`config.mk`:
```
export PLATFORM = sky130hd
export DESIGN_NAME = bcd_countdown_timer
export DESIGN_NICKNAME = d
export VERILOG_FILES = /design/src/rtl/bcd_countdown_timer.sv
export SDC_FILE = /design/constraint.sdc
export NUM_CORES = 1
export LEC_CHECK = 0
export ABC_AREA = 0
export CAP_MARGIN = 10
export CORE_UTILIZATION = 53
export DETAILED_ROUTE_END_ITERATION = 16
export HOLD_SLACK_MARGIN = 0.08
export PLACE_DENSITY = 0.8
export SLEW_MARGIN = 5
export SYNTH_ARGS = -nofsm -noshare
export SYNTH_HDL_FRONTEND = slang
export SYNTH_SLANG_ARGS = --single-unit
export TNS_END_PERCENT = 100
```
`constraint.sdc`:
```
create_clock -name c50m -period 3.2 [get_ports c50m]
set_input_delay 0.64 -clock c50m [delete_from_list [all_inputs] [get_ports c50m]]
set_output_delay 0.64 -clock c50m [all_outputs]
set_load 0.1 [all_outputs]
```
`src/rtl/bcd_countdown_timer.sv`:
```
// MM:SS BCD countdown timer with debounced start/clear buttons and a 4-digit multiplexed display scan.
// Optional: define DONE_BLINK_EN to blank the display on alternate seconds while in DONE.
module bcd_countdown_timer #(
    parameter int DEB_MS      = 20,
    parameter int SYNC_STAGES = 2
) (
    input  logic        c50m,
    input  logic        reset,
    input  logic        pulse1,
    input  logic        pulse2,
    input  logic        btn_start,
    input  logic        btn_clear,
    input  logic [7:0]  preset_min,
    input  logic [7:0]  preset_sec,
    output logic [15:0] time_bcd,
    output logic [3:0]  digit_bcd,
    output logic [3:0]  digit_sel,
    output logic        running,
    output logic        done
);
    localparam int CW = $clog2(DEB_MS + 1);
    localparam logic [CW-1:0] DEB_LAST = CW'(DEB_MS - 1);
    localparam logic [CW-1:0] DEB_MAX  = CW'(DEB_MS);

    typedef enum logic [1:0] {IDLE, RUN, PAUSE, DONE} state_t;
    state_t state, next_state;

    logic                   pulse1_q, pulse2_q;
    logic                   sec_tick, ms_tick;
    logic [SYNC_STAGES-1:0] sync_start, sync_clear;
    logic [1:0]             raw_s, cand, acc, acc_q;
    logic [CW-1:0]          cnt [2];
    logic                   start_p, clear_p;
    logic [15:0]            preset_clamped, dec_time, next_time;
    logic                   tick_dec;
    logic [1:0]             scan_idx, idx_next;
    logic [3:0]             scan_nib, sel_next;

    assign sec_tick = pulse1 & ~pulse1_q;
    assign ms_tick  = pulse2 & ~pulse2_q;

    always_ff @(posedge c50m) begin
        if (reset) begin
            pulse1_q   <= 1'b0;
            pulse2_q   <= 1'b0;
            sync_start <= '0;
            sync_clear <= '0;
        end else begin
            pulse1_q      <= pulse1;
            pulse2_q      <= pulse2;
            sync_start[0] <= btn_start;
            sync_clear[0] <= btn_clear;
            for (int i = 1; i < SYNC_STAGES; i++) begin
                sync_start[i] <= sync_start[i-1];
                sync_clear[i] <= sync_clear[i-1];
            end
        end
    end

    assign raw_s = {sync_clear[SYNC_STAGES-1], sync_start[SYNC_STAGES-1]};

    // Any sample differing from the candidate restarts the stability run at one sample.
    always_ff @(posedge c50m) begin
        if (reset) begin
            cand  <= '0;
            acc   <= '0;
            acc_q <= '0;
            for (int b = 0; b < 2; b++) cnt[b] <= '0;
        end else begin
            acc_q <= acc;
            if (ms_tick) begin
                for (int b = 0; b < 2; b++) begin
                    if (raw_s[b] != cand[b]) begin
                        cand[b] <= raw_s[b];
                        cnt[b]  <= CW'(1);
                    end else if (cnt[b] != DEB_MAX) begin
                        cnt[b] <= cnt[b] + CW'(1);
                        if (cnt[b] == DEB_LAST) acc[b] <= cand[b];
                    end
                end
            end
        end
    end

    assign start_p = acc[0] & ~acc_q[0];
    assign clear_p = acc[1] & ~acc_q[1];

    assign preset_clamped[15:12] = (preset_min[7:4] > 4'd5) ? 4'd5 : preset_min[7:4];
    assign preset_clamped[11:8]  = (preset_min[3:0] > 4'd9) ? 4'd9 : preset_min[3:0];
    assign preset_clamped[7:4]   = (preset_sec[7:4] > 4'd5) ? 4'd5 : preset_sec[7:4];
    assign preset_clamped[3:0]   = (preset_sec[3:0] > 4'd9) ? 4'd9 : preset_sec[3:0];

    always_comb begin
        dec_time = time_bcd;
        if (time_bcd[3:0] != 4'd0) begin
            dec_time[3:0] = time_bcd[3:0] - 4'd1;
        end else begin
            dec_time[3:0] = 4'd9;
            if (time_bcd[7:4] != 4'd0) begin
                dec_time[7:4] = time_bcd[7:4] - 4'd1;
            end else begin
                dec_time[7:4] = 4'd5;
                if (time_bcd[11:8] != 4'd0) begin
                    dec_time[11:8] = time_bcd[11:8] - 4'd1;
                end else begin
                    dec_time[11:8]  = 4'd9;
                    dec_time[15:12] = time_bcd[15:12] - 4'd1;
                end
            end
        end
    end

    assign tick_dec = sec_tick && (time_bcd != 16'h0000);

    always_comb begin
        next_state = state;
        next_time  = time_bcd;
        case (state)
            IDLE: begin
                next_time = preset_clamped;
                if (start_p && !clear_p && preset_clamped != 16'h0000) next_state = RUN;
            end
            RUN: begin
                if (clear_p) begin
                    next_state = IDLE;
                end else begin
                    if (tick_dec) next_time = dec_time;
                    if (tick_dec && dec_time == 16'h0000) next_state = DONE;
                    else if (start_p)                      next_state = PAUSE;
                end
            end
            PAUSE: begin
                if (clear_p)      next_state = IDLE;
                else if (start_p) next_state = RUN;
            end
            DONE: begin
                next_time = 16'h0000;
                if (clear_p || start_p) next_state = IDLE;
            end
            default: next_state = IDLE;
        endcase
    end

    always_ff @(posedge c50m) begin
        if (reset) begin
            state    <= IDLE;
            time_bcd <= 16'h0000;
            running  <= 1'b0;
            done     <= 1'b0;
        end else begin
            state    <= next_state;
            time_bcd <= next_time;
            running  <= (next_state == RUN);
            done     <= (next_state == DONE);
        end
    end

    assign idx_next = ms_tick ? scan_idx + 2'd1 : scan_idx;

    always_comb begin
        scan_nib = time_bcd[3:0];
        case (idx_next)
            2'd0: scan_nib = time_bcd[3:0];
            2'd1: scan_nib = time_bcd[7:4];
            2'd2: scan_nib = time_bcd[11:8];
            2'd3: scan_nib = time_bcd[15:12];
            default: scan_nib = time_bcd[3:0];
        endcase
    end

`ifdef DONE_BLINK_EN
    logic blank;

    always_ff @(posedge c50m) begin
        if (reset)                                    blank <= 1'b0;
        else if (state == DONE && next_state == DONE) blank <= sec_tick ? ~blank : blank;
        else                                          blank <= 1'b0;
    end

    assign sel_next = blank ? 4'b1111 : ~(4'b0001 << idx_next);
`else
    assign sel_next = ~(4'b0001 << idx_next);
`endif

    // Select and data are loaded on the same edge so the display never shows a mismatched pair.
    always_ff @(posedge c50m) begin
        if (reset) begin
            scan_idx  <= 2'd0;
            digit_sel <= 4'b1110;
            digit_bcd <= 4'd0;
        end else begin
            scan_idx  <= idx_next;
            digit_sel <= sel_next;
            digit_bcd <= scan_nib;
        end
    end

endmodule

```
* Word-level counts from Yosys, hierarchy flattened
Memory sizes are Yosys's and may differ from the RTL's. Cells that the tools add are included.
Cells by class: $lt $le $gt $ge 4, add/subtract/negate cells 7, muxes and demuxes 47, bitwise operators 15, reduce and logical (&&, ||, !) cells 20, equality and inequality tests 16, shifts and indexed selects 1
Operator list (number):
- $pmux 16 s3 | 1
- $mux 16 | 2
- $mux 4 | 8
- $reduce_bool 16->1 | 2
- $mux 1 | 20
- $mux 5 | 4
- $logic_not 16->1 | 1
- $mux 2 | 8
- $pmux 4 s4 | 1
- $sub 4x1->4 const B | 4
- $mux 12 | 1
- $reduce_bool 4->1 | 3
- $add 5x1->5 const B | 2
- $eq 2x2->1 const B | 5
- $eq 5x5->1 const B | 2
- $ne 5x5->1 const B | 2
- $gt 4x3->1 const B | 2
- $gt 4x4->1 const B | 2
- $mux 8 | 1
- $pmux 2 s4 | 1
- $reduce_and 4->1 | 2
- $eq 2x1->1 const B | 3
- $not 1->1 | 6
- $and 1x1->1 | 4
- 13 further kinds | 23
Storage, ports and cells: memory bits (writable) 10, bits of input ports 22, logic and storage cells 127, memories kept 1, output and inout bits 26, flip-flop bits (word level) 42
Memories:
- cnt | depth 2, bits a word 5, rd ports 2, clocked after Yosys merged registers in 0, wr ports 2, line 32 | logic [CW-1:0] cnt [2];

* Longest topological paths before layout
depth after elaboration 10, depth in mapped cells 8, gate-level depth less buffers 7

* Worst setup path after synthesis
Ideal clock, no wire load.
path type register to register, start register time_bcd[0], end register done, buffers on the path 1, clock period less this slack 2.784 ns, slack 0.416 ns, arrival time 2.714 ns, required time 3.130 ns, library setup time 0.070 ns, stages on the path, launching flop included 7, cell sequence dfxtp_1 -> buf_6 -> or4b_2 -> or4_1 -> or3_1 -> nand2b_1 -> a21oi_1
Between the ends: cells in the longest elaborated chain, start to end 8, elaborated cells between the ends (all ways) 12, those cells by class 1 x add/sub; 1 x eq/ne; 5 x mux; 5 x reduce/logical
RTL lines:
- start, declared | line 15 | output logic [15:0] time_bcd,
- start signal, assigned | line 152 | time_bcd <= next_time;
- $sub 4x1->4 / $reduce_bool 4->1 (equally long branches) | line 96, 95
- $mux 4 / $mux 12 (equally long branches) | line 95 | if (time_bcd[3:0] != 4'd0) begin
- $logic_not 16->1 | line 128 | if (tick_dec && dec_time == 16'h0000) next_state = DONE;
- $logic_and 1x1->1 (*) | line 128
- $mux 2 (*) | line 128
- $mux 2 (*) | line 124 | if (clear_p) begin
- $pmux 2 s4 (*) | line 118 | case (state)
- $eq 2x2->1 (*) | line 154 | done <= (next_state == DONE);
- end signal, assigned | line 154
- end, declared | line 19 | output logic done
Mark *: on every way between the ends. The rest lies on a longest branch, timed or not. A chain may end at the register's enable or synchronous reset.

* Worst setup path in the final report
start register state[1], end register time_bcd[3]
Between the ends: cells in the longest elaborated chain, start to end 3, elaborated cells between the ends (all ways) 8, those cells by class 4 x eq/ne; 1 x mux; 3 x reduce/logical
RTL lines:
- start, declared | line 26 | state_t state, next_state;
- start signal, assigned | line 151 | state <= next_state;
- $eq 2x1->1 (tied with other cells) | line 118
- $ne 2x2->1 (no line) / $reduce_bool 3->1 (equally long branches)
- $reduce_and 3->1 (no line)
Several ways; a longest one is shown, not always the timed one.

==> results.toml <==
[flow_run]
drv_cap = 0

[synth]
yosys_warnings = 0
synth_top_cell_by_area = "dfxtp_1"
synth-edff-count = 10
synth_cells = 321
synth_area_leaders = "dfxtp_1, edfxtp_1, ha_1"
synth_cell_types = 55
yosysSeqAreaShare_pct = 40.8
syn_area_per_cell_um2 = 8.71
ys_seq_elements = 52
syn_nets = 353
synth_top_area_share_pct = 30.1
ys.flop_type = "dfxtp_1"
async_reset_ff_share_pct = 0
syn_area_mm2 = 0.00280

[cells_and_area]
final_common_cell = "dfxtp_1"
area_delta_synth_final_pct = 19.2
nets = 396
antennaDiodeCount = 0
seqCellArea_mm2 = 0.00114
final_cell_mix = "dfxtp_1, buf_4, nor2_1, a21oi_1"
layout-drive-gt1-share_pct = 11.5
num-fill-cells = 436
multi_input_area_mm2 = 0.00153

[critical_path]
criticalPathCategory = "flop to flop"
cp_num_buf_inv = 1
end_kind = "flop"
critical_path.max_fanout = 13
r2r_cells = 6
cpPeakStageDelay_ns = 0.73
worstPathCellList = "inv_1 > ha_1 > nand4b_1 > a21oi_1 > and4_1 > nor3_1"
start_kind = "flop"
required_ns = 3.39
critPathArrivalTime_ns = 2.57
slowest_stage = "a21oi_1"
crit_cells = 6
crit_family = "compound AO/OA/AOI/OAI gates"

[power_and_ir_drop]
p_clk_share_pct = 21.6
switching_share_pct = 40.8
p_switching_mw = 0.723
ir_drop_uv = 365
p_leak_nw = 1.29
internal-power_mw = 1.05
seq_power_share_pct = 44.7
combPwrFrac_pct = 33.7
p_per_area_mw_per_mm2 = 532

[floorplan]
std_cell_rows = 26
core_mm2 = 0.00511
start_util_pct = 54.7
die_w_um = 74.6
die_h_um = 74.6
die_area_mm2 = 0.00557
boundaryPins = 48

[cts]
htreeDepth = 2
cts_num_sinks = 52
insertion_delay_ns = 0.31
cts_tree = "built"
root_buffer = "clkbuf_8"
cts_buffers = 5
clkSlewWorstSetupHoldPaths_ns = 0.10
post-cts-setup-buffers = 0
cts_buffer_depth = 2
cts_resized = 0
cts_hold_buf = 0

[routing]
wirelength_mm = 6.74
wl_per_cell_um = 15.5
post-route-drc-count = 0
num_vias = 2614
drtIter0Drc = 288
via_per_inst = 6.01
drt-pass1-iter-count = 5
detail-route-antenna-nets = 0

[grt]
grt_usage_pct = 26.3
grt_use_met1_pct = 37.7
grt_pass1_vias = 2309
antenna_found_initial = 0
globalRouteMet3Util_pct = 6.29
grt_pass1_wl_mm = 11.2
use_met2_pct = 38.4
grt.busiest_layer = "met2"
grt_max_degree = 41
overflow = 0

[sta]
period_needed_ns = 2.38
period_share_pct = 74.3
hold_viol_final = 0
rsz0062_at_grt = "false"
drv_slew = 0
slew_headroom_pct = 47.1
setup_viol = 0
fin_skew_ns = 0.00673
worst_slew_pin_slew_ns = 0.793
fin_setup_tns_ns = 0
setup_slack_ns = 0.823
fmax_mhz = 421
whs_ns = 0.448

[status]
run_status = "finished, final reports clean"

[min_path]
hold_class = "flop to flop"
worstHoldPathCells = 1

[placed_design]
hpwl_mm = 4.99
io_buffers = 47
dp_slack_ns = 0.579
finalWeightedCongestion = 0.914
[routing by layer]
layer / wire length [um] / vias up / part of all wire [%]
met5: 0 / - / 0
met4: 118 / 0 / 1.8
met3: 491 / 16 / 7.3
met2: 2990 / 94 / 44
met1: 3140 / 1228 / 47
li1: - / 1276 / -
[flip-flops by register name, summed over array words and instances (netlist names)]
signal and count:
acc 2, acc_q 2, cand 2, cnt 10, digit_bcd 4, digit_sel 4, done 1, pulse1_q 1
pulse2_q 1, running 1, scan_idx 2, state 2, sync_clear 2, sync_start 2, time_bcd 16
[final cells by class]
class / instances / share of cell area [%]
clock buffer: 5 / 2.06
sequential: 52 / 34.2
inverter: 15 / 1.69
multi-input combinational: 240 / 45.9
clock inverter: 3 / 0.676
tap: 70 / 2.63
timing repair buffer: 50 / 12.8
[Yosys cell counts, types with 2 or more instances]
| master | instances |
|---|---|
| a211oi_1 | 8 |
| a21oi_1 | 22 |
| a31oi_1 | 9 |
| a32oi_1 | 2 |
| and3_1 | 5 |
| and4_1 | 2 |
| buf_6 | 2 |
| clkbuf_1 | 10 |
| dfxtp_1 | 42 |
| edfxtp_1 | 10 |
| ha_1 | 10 |
| inv_1 | 15 |
| mux2i_1 | 6 |
| nand2_1 | 21 |
| nand2b_1 | 7 |
| nand3_1 | 9 |
| nand3b_1 | 3 |
| nand4_1 | 2 |
| nand4b_1 | 2 |
| nor2_1 | 27 |
| nor2b_1 | 13 |
| nor3_1 | 11 |
| nor4_1 | 7 |
| o211ai_1 | 2 |
| o21ai_0 | 15 |
| o22ai_1 | 4 |
| o311ai_0 | 3 |
| o31ai_1 | 2 |
| o32a_1 | 2 |
| o32ai_1 | 2 |
| or2_2 | 2 |
| or3_1 | 9 |
| or4_1 | 5 |
| xnor2_1 | 4 |
| xor2_1 | 6 |
[power by group through the flow]
stage               registers, mW  clock network (mW)  logic, mW
finish                      0.793               0.383      0.598
global route                0.802               0.417      0.637
CTS                         0.790               0.396      0.594
detailed placement          0.804                   0      0.591
global placement            0.804                   0      0.589
floorplan                    1.01                   0      0.234
[cell families (layout without fill, tap and decap cells)]
group / Yosys count / in the layout / synth area share (%)
simple gates: 131 / 131 / 25.5
flops: 52 / 52 / 40.8
fa+ha+maj: 10 / 10 / 4.48
buf+inv: 29 / 73 / 4.48
xor+xnor: 10 / 10 / 3.13
compound gates: 83 / 83 / 19.4
mux: 6 / 6 / 2.15
[path summary, 6_finish.rpt]
| path | endpoint | start | slack (ns) |
|---|---|---|---|
| min reg2reg | sync_clear[1]$_SDFF_PP0_ | sync_clear[0]$_SDFF_PP0_ | 0.45 |
| max reg2reg | time_bcd[3]$_SDFFE_PP0P_ | state[1]$_SDFF_PP0_ | 0.82 |
| min | sync_clear[1]$_SDFF_PP0_ | sync_clear[0]$_SDFF_PP0_ | 0.45 |
| max | time_bcd[3]$_SDFFE_PP0P_ | state[1]$_SDFF_PP0_ | 0.82 |
[through the flow]
step           instance area [um^2]  power (mW)  cells  util (%)
2_1_floorplan                  2800        1.25    321         -
3_3_place_gp                   3240        1.39    427      63.5
3_5_place_dp                   3240        1.40    427      63.5
4_1_cts                        3330        1.78    435      65.3
5_1_grt                        3330        1.86    435      65.3
6_report                       3330        1.77    435      65.3
[worst register-to-register path: stages (launching register included)]
cell and delay, ns:
dfxtp_1 0.36, inv_1 0.08, ha_1 0.39, nand4b_1 0.36, a21oi_1 0.73, and4_1 0.30, nor3_1 0.04
Power figures use the tool's default switching activity.
==> RTL change 1, RTL diff (same flow settings) <==
The output `digit_sel` loses its register stage (`digit_sel` becomes a continuous assignment).
--- a/src/rtl/bcd_countdown_timer.sv
+++ b/src/rtl/bcd_countdown_timer.sv
@@ -188,3 +188,2 @@
             scan_idx  <= 2'd0;
-            digit_sel <= 4'b1110;
             digit_bcd <= 4'd0;
@@ -192,3 +191,2 @@
             scan_idx  <= idx_next;
-            digit_sel <= sel_next;
             digit_bcd <= scan_nib;
@@ -197,2 +195,4 @@
 
+    assign digit_sel = sel_next;
+
 endmodule
Check against the original RTL: not equivalent (Yosys sat finds a counterexample within 4 cycles, from zero or initial values and one cycle with reset high).
==> RTL change 1 against the unedited design <==
  * Cell area increased by 2.2%
  * Count of clock-buffer cells in the layout is the same
  * Total power grew 5.2%
  * Wire length shrank 1.0%
  * Sequential cell count decreased by 4
  * Via count is 2.3% lower
  * Setup slack got worse by 0.39 ns
  * Largest cell class unchanged
  * Largest power group unchanged
  * Area after synthesis decreased by 0.45%
==> RTL change 1: results (changes against the unedited design) <==
* Outcome: complete, no violations
* Met3 Wirelength at 236 um (-52%)
* Worst Setup SP: pulse2
* Syn Nets at 362 (+2.5%)
* Worst path slowest cell: clkdlybuf4s50_1
* First-pass GRT wire length at 10600 um (-4.8%)
* Clock Latency Late Sink at 0.30 ns
* Vias in the first global route at 2252 (-2.5%)
* Cts repair resizes at 0 (unchanged)
* Largest regs: time_bcd (16), cnt (10), digit_bcd (4)
* Leak pwr at 0.00131 uW (+1.7%)
* Crit path max fanout at 5 (-8)
* WL met2 at 3380 um (+13%)
* TritonCTS Buffers at 5 (unchanged)
* Most instantiated cells after synthesis: dfxtp_1 (38), nor2_1 (38), nand2_1 (22)
* IO Port Bufs at 47 (unchanged)
* Nets@finish at 403 (+1.8%)
* P_comb at 672 uW (+12%)
* Worst R2R End: time_bcd[12]$_SDFFE_PP0P_
* Post-synth EDFFs at 10 (unchanged)
* Via Count at 2554 (-2.3%)
* Share of layout cells above drive strength 1 at 0.129 (+0.0140)
* RePlAce Congestion at 0.855 (-6.5%)
* Drt pass-1 iters at 4 (-1)
* Worst Setup EP: digit_sel[0]
* Largest net degree at the start of global routing at 21 (-49%)
* Cells on worst reg2reg path at 7 (+1)
* # diodes at 0 (unchanged)
* Internal at 1110 uW (+5.8%)
* Clock Pin Slew Worst Setup and Hold Paths at 0.09 ns
* Worst path max stage delay at 0.51 ns (-0.22 ns)
* Slew margin rel. at 0.645 (+0.174)
* CTS H-tree lvls at 2 (unchanged)
* Fraction of registers with async set/reset at 0 (unchanged)
* Global-route usage over all layers at 0.251 (-0.0116)
* Ranking of synthesized cells by area: dfxtp_1 (27%), edfxtp_1 (11%), nor2_1 (5.1%)
* Routed length on met1 at 2980 um (-4.8%)
* Post-CTS setup buffer count at 0 (unchanged)
* CP top delay family: buffers and inverters
* Avg WL per Cell at 15.1 um (-2.6%)
* Post-synth top flop: dfxtp_1
* Sequential Power at 748 uW (-5.7%)
* Initial antenna violation count at 0 (unchanged)
* Post-synthesis sequential area ratio at 0.381 (-0.0269)
* HPWL Detailed at 5010 um (+0.30%)
* Final Skew at 0.00618 ns (-0.000546 ns)
* Top layer in use: met4
* Crit path DAT at 2.13 ns (-0.44 ns)
* Max clock buf depth at 2 (unchanged)
* Net Sw Frac at 0.404 (-0.00327)
* DP Area at 0.00329 sq mm (+1.5%)
* Netlist cell types at 65 (+18%)
* DRT iter0 DRCs at 120 (-58%)
* Root buf cell: clkbuf_8
* HP Class: reg2reg
* Yosys warns at 0 (unchanged)
* R2r startpoint: state[1]$_SDFF_PP0_
* Worst reg2reg setup slack at 0.80 ns (-0.02 ns)
* VDD IR max at 0.409 mV (+12%)
-- RTL change 1: cell types whose count changed in the layout (fill, tap and decap cells not counted), sizes merged, moves of 3 or more --
| cell | before | now |
|---|---|---|
| or3 | 9 | 3 |
| nor3b | 1 | 4 |
| nand4 | 2 | 5 |
| nor2 | 27 | 38 |
| or4 | 6 | 1 |
| a31oi | 9 | 4 |
| a211oi | 8 | 11 |
| dfxtp | 42 | 38 |
-- RTL change 1: worst min-delay path by stage --
| stage | start | to | cells after the start |
|---|---|---|---|
| after global placement | sync_start[0]$_SDFF_PP0_ | sync_start[1]$_SDFF_PP0_ | 1 |
| after floorplan | sync_clear[0]$_SDFF_PP0_ | sync_clear[1]$_SDFF_PP0_ | 1 |
| after CTS | sync_start[0]$_SDFF_PP0_ | sync_start[1]$_SDFF_PP0_ | 1 |
| final | sync_start[0]$_SDFF_PP0_ | sync_start[1]$_SDFF_PP0_ | 1 |
| after detailed placement | sync_start[0]$_SDFF_PP0_ | sync_start[1]$_SDFF_PP0_ | 1 |
| after global routing | sync_start[0]$_SDFF_PP0_ | sync_start[1]$_SDFF_PP0_ | 1 |
-- RTL change 1: kinds of logic (layout without fill, tap and decap cells) --
| kind of cell | after synthesis | after routing | share of synthesized area |
|---|---|---|---|
| AND/OR/NAND/NOR | 138 | 138 | 0.272 |
| AO/OA/AOI/OAI | 88 | 88 | 0.208 |
| flip-flops | 48 | 48 | 0.381 |
| buffers and inverters | 31 | 73 | 0.0432 |
| adder cells (fa/ha/maj) | 10 | 10 | 0.0450 |
| XOR/XNOR | 9 | 9 | 0.0283 |
| multiplexers | 6 | 6 | 0.0220 |
-- RTL change 1: cell type report --
| class | count | area, sq um |
|---|---|---|
| Fill cell | 439 | 1670 |
| Multi-Input combinational cell | 251 | 1610 |
| Sequential cell | 48 | 1060 |
| Timing Repair Buffer | 51 | 485 |
| Tap cell | 70 | 87.6 |
| Clock buffer | 5 | 68.8 |
| Inverter | 14 | 52.6 |
| Clock inverter | 3 | 46.3 |
-- RTL change 1: worst register-to-register path, cell delays in order, from the launching register on --
cell and delay [ns]:
dfxtp_1 0.38, inv_1 0.10, ha_1 0.41, nand2_1 0.14, nor3_2 0.43, a21o_1 0.46, o21ai_0 0.16, a211oi_1 0.24
-- RTL change 1: through the flow --
| step | cells | worst slack [ns] | hold slack [ns] |
|---|---|---|---|
| global route | 442 | 0.339 | 0.458 |
| global placement | 434 | 0.497 | 0.416 |
| detailed placement | 434 | 0.457 | 0.425 |
| finish | 442 | 0.434 | 0.443 |
| floorplan | 330 | 0.0595 | 0.414 |
| CTS | 442 | 0.420 | 0.448 |
-- RTL change 1: per-layer routing --
layer,track usage,vias up
li1,-,1287
met1,0.315,1200
met2,0.450,61
met3,0.0325,6
met4,0.0713,0
met5,0,-
==> RTL change 2, RTL diff (same settings) <==
Made on the original files. The option `DONE_BLINK_EN` is turned on by a define.
--- a/src/rtl/bcd_countdown_timer.sv
+++ b/src/rtl/bcd_countdown_timer.sv
@@ -2,2 +2,4 @@
 // Optional: define DONE_BLINK_EN to blank the display on alternate seconds while in DONE.
+`define DONE_BLINK_EN
+
 module bcd_countdown_timer #(
Behaviour: same outputs for any inputs over 10 cycles, from zero or initial values and one cycle with reset high; that may be too few to reach the edited logic, so the function may still have changed.
==> RTL change 2 against the unedited design <==
  * Count of clock-buffer cells in the layout grew 1
  * Sequential cell count is 1 higher
  * Total power increased by 3.7%
  * Setup slack lost 0.042 ns
  * Area after synthesis grew 4.4%
  * Critical path depth unchanged
  * Sequential power up 2.5%
  * Wire length is 5.5% higher
  * Sequential share of layout area decreased by 0.65 points
  * Cell area increased by 3.7%
  * Critical path type is now in2reg
  * Critical endpoint is now time_bcd[10]$_SDFFE_PP0P_
==> RTL change 2: results (changes against the unedited design) <==
* Slew margin rel. at 0.569 (+0.0979)
* Avg WL per Cell at 15.9 um (+2.9%)
* CP top delay family: simple AND/OR/NAND/NOR gates
* Worst path max stage delay at 0.46 ns (-0.27 ns)
* Final Skew at 0.0118 ns (+0.00508 ns)
* Clock Latency Late Sink at 0.31 ns (about the same)
* Post-route ant nets at 0 (unchanged)
* Post-CTS setup buffer count at 0 (unchanged)
* Post-Synth Adder-Cell Area at 0.0429 (-0.00190)
* Clock Pin Slew Worst Setup and Hold Paths at 0.10 ns (about the same)
* Leak pwr at 0.00130 uW (+0.91%)
* Post-synth EDFFs at 10 (unchanged)
* Worst path slowest cell: clkdlybuf4s50_1
* Post-synthesis sequential area ratio at 0.398 (-0.0105)
* Nets@finish at 407 (+2.8%)
* Netlist cell types at 56 (+1.8%)
* CTS H-tree lvls at 2 (unchanged)
* Yosys warns at 0 (unchanged)
* Final WS setup at 0.781 ns (-0.0417 ns)
* Initial antenna violation count at 0 (unchanged)
* Root buf cell: clkbuf_8
* HPWL Detailed at 5160 um (+3.3%)
* Fin Hold WS at 0.449 ns (+0.00157 ns)
* Most instantiated cells after synthesis: dfxtp_1 (43), nor2_1 (35), nand2_1 (20)
* Cts repair resizes at 0 (unchanged)
* IO Port Bufs at 47 (unchanged)
* Worst reg2reg setup slack at 0.88 ns (+0.06 ns)
* Max clock buf depth at 2 (unchanged)
* RePlAce Congestion at 0.898 (-1.8%)
* First-pass GRT wire length at 12100 um (+8.7%)
* VDD IR max at 0.299 mV (-18%)
* Ranking of synthesized cells by area: dfxtp_1 (29%), edfxtp_1 (10%), nor2_1 (4.5%)
* DRT iter0 DRCs at 218 (-24%)
* Post-synthesis mux area share at 0.0206 (-0.000912)
* TritonCTS Buffers at 5 (unchanged)
* Share of layout cells above drive strength 1 at 0.125 (+0.00993)
* Syn Nets at 364 (+3.1%)
* Fraction of registers with async set/reset at 0 (unchanged)
* Largest regs: time_bcd (16), cnt (10)
* Crit path DAT at 2.67 ns (+0.10 ns)
* Vias in the first global route at 2569 (+11%)
* Drt pass-1 iters at 5 (unchanged)
* # diodes at 0 (unchanged)
* Post-Synth XOR/XNOR Area at 0.0360 (+0.00467)
* Complex-gate fraction of the synthesized area at 0.199 (+0.00504)
* Global-route usage over all layers at 0.255 (-0.00806)
* Outcome: complete, no violations
* Crit path max fanout at 5 (-8)
* Post-place setup slack at 0.485 ns (-0.0939 ns)
* Largest net degree at the start of global routing at 36 (-12%)
* Via Count at 2732 (+4.5%)
==> RTL change 2: power by group <==
part | leakage, uW | internal (uW) | total [uW] | switching, uW
clock network | 0.0000374 | 155 | 377 | 222
registers | 0.000461 | 735 | 813 | 77.7
logic | 0.000804 | 186 | 650 | 464
total | 0.00130 | 1080 | 1840 | 764
==> RTL change 2: cell families after synthesis <==
| group | count (synthesis) |
|---|---|
| simple gates | 140 |
| compound gates | 84 |
| flops | 53 |
| buf+inv | 27 |
| xor+xnor | 12 |
| fa+ha+maj | 10 |
| mux | 6 |
==> RTL change 2: metrics by stage <==
step	util	instance area, sq um	std cells
4_1_cts	0.664	3460	446
3_3_place_gp	0.647	3370	438
2_1_floorplan	-	2920	332
3_5_place_dp	0.647	3370	438
5_1_grt	0.664	3460	446
6_report	0.664	3460	446
==> RTL change 2: final cells by class <==
type	count	area (sq um)
Fill cell	446	1750
Multi-Input combinational cell	252	1650
Sequential cell	53	1160
Timing Repair Buffer	49	420
Tap cell	70	87.6
Clock buffer	6	72.6
Inverter	14	52.6
Clock inverter	2	15.0
==> RTL change 2: worst paths after layout <==
path                       startpoint                   endpoint
min reg2reg  sync_start[0]$_SDFF_PP0_   sync_start[1]$_SDFF_PP0_
max reg2reg       state[1]$_SDFF_PP0_   time_bcd[8]$_SDFFE_PP0P_
max                            pulse1  time_bcd[10]$_SDFFE_PP0P_
min          sync_start[0]$_SDFF_PP0_   sync_start[1]$_SDFF_PP0_
==> RTL change 2: metal layers <==
layer / track usage / vias up / routed length [um] / part of all wire
met2: 0.420 / 128 / 3350 / 0.47
met4: 0.0846 / 0 / 108 / 0.015
met3: 0.0359 / 12 / 493 / 0.069
met5: 0 / - / 0 / 0
li1: - / 1319 / - / -
met1: 0.343 / 1273 / 3160 / 0.44
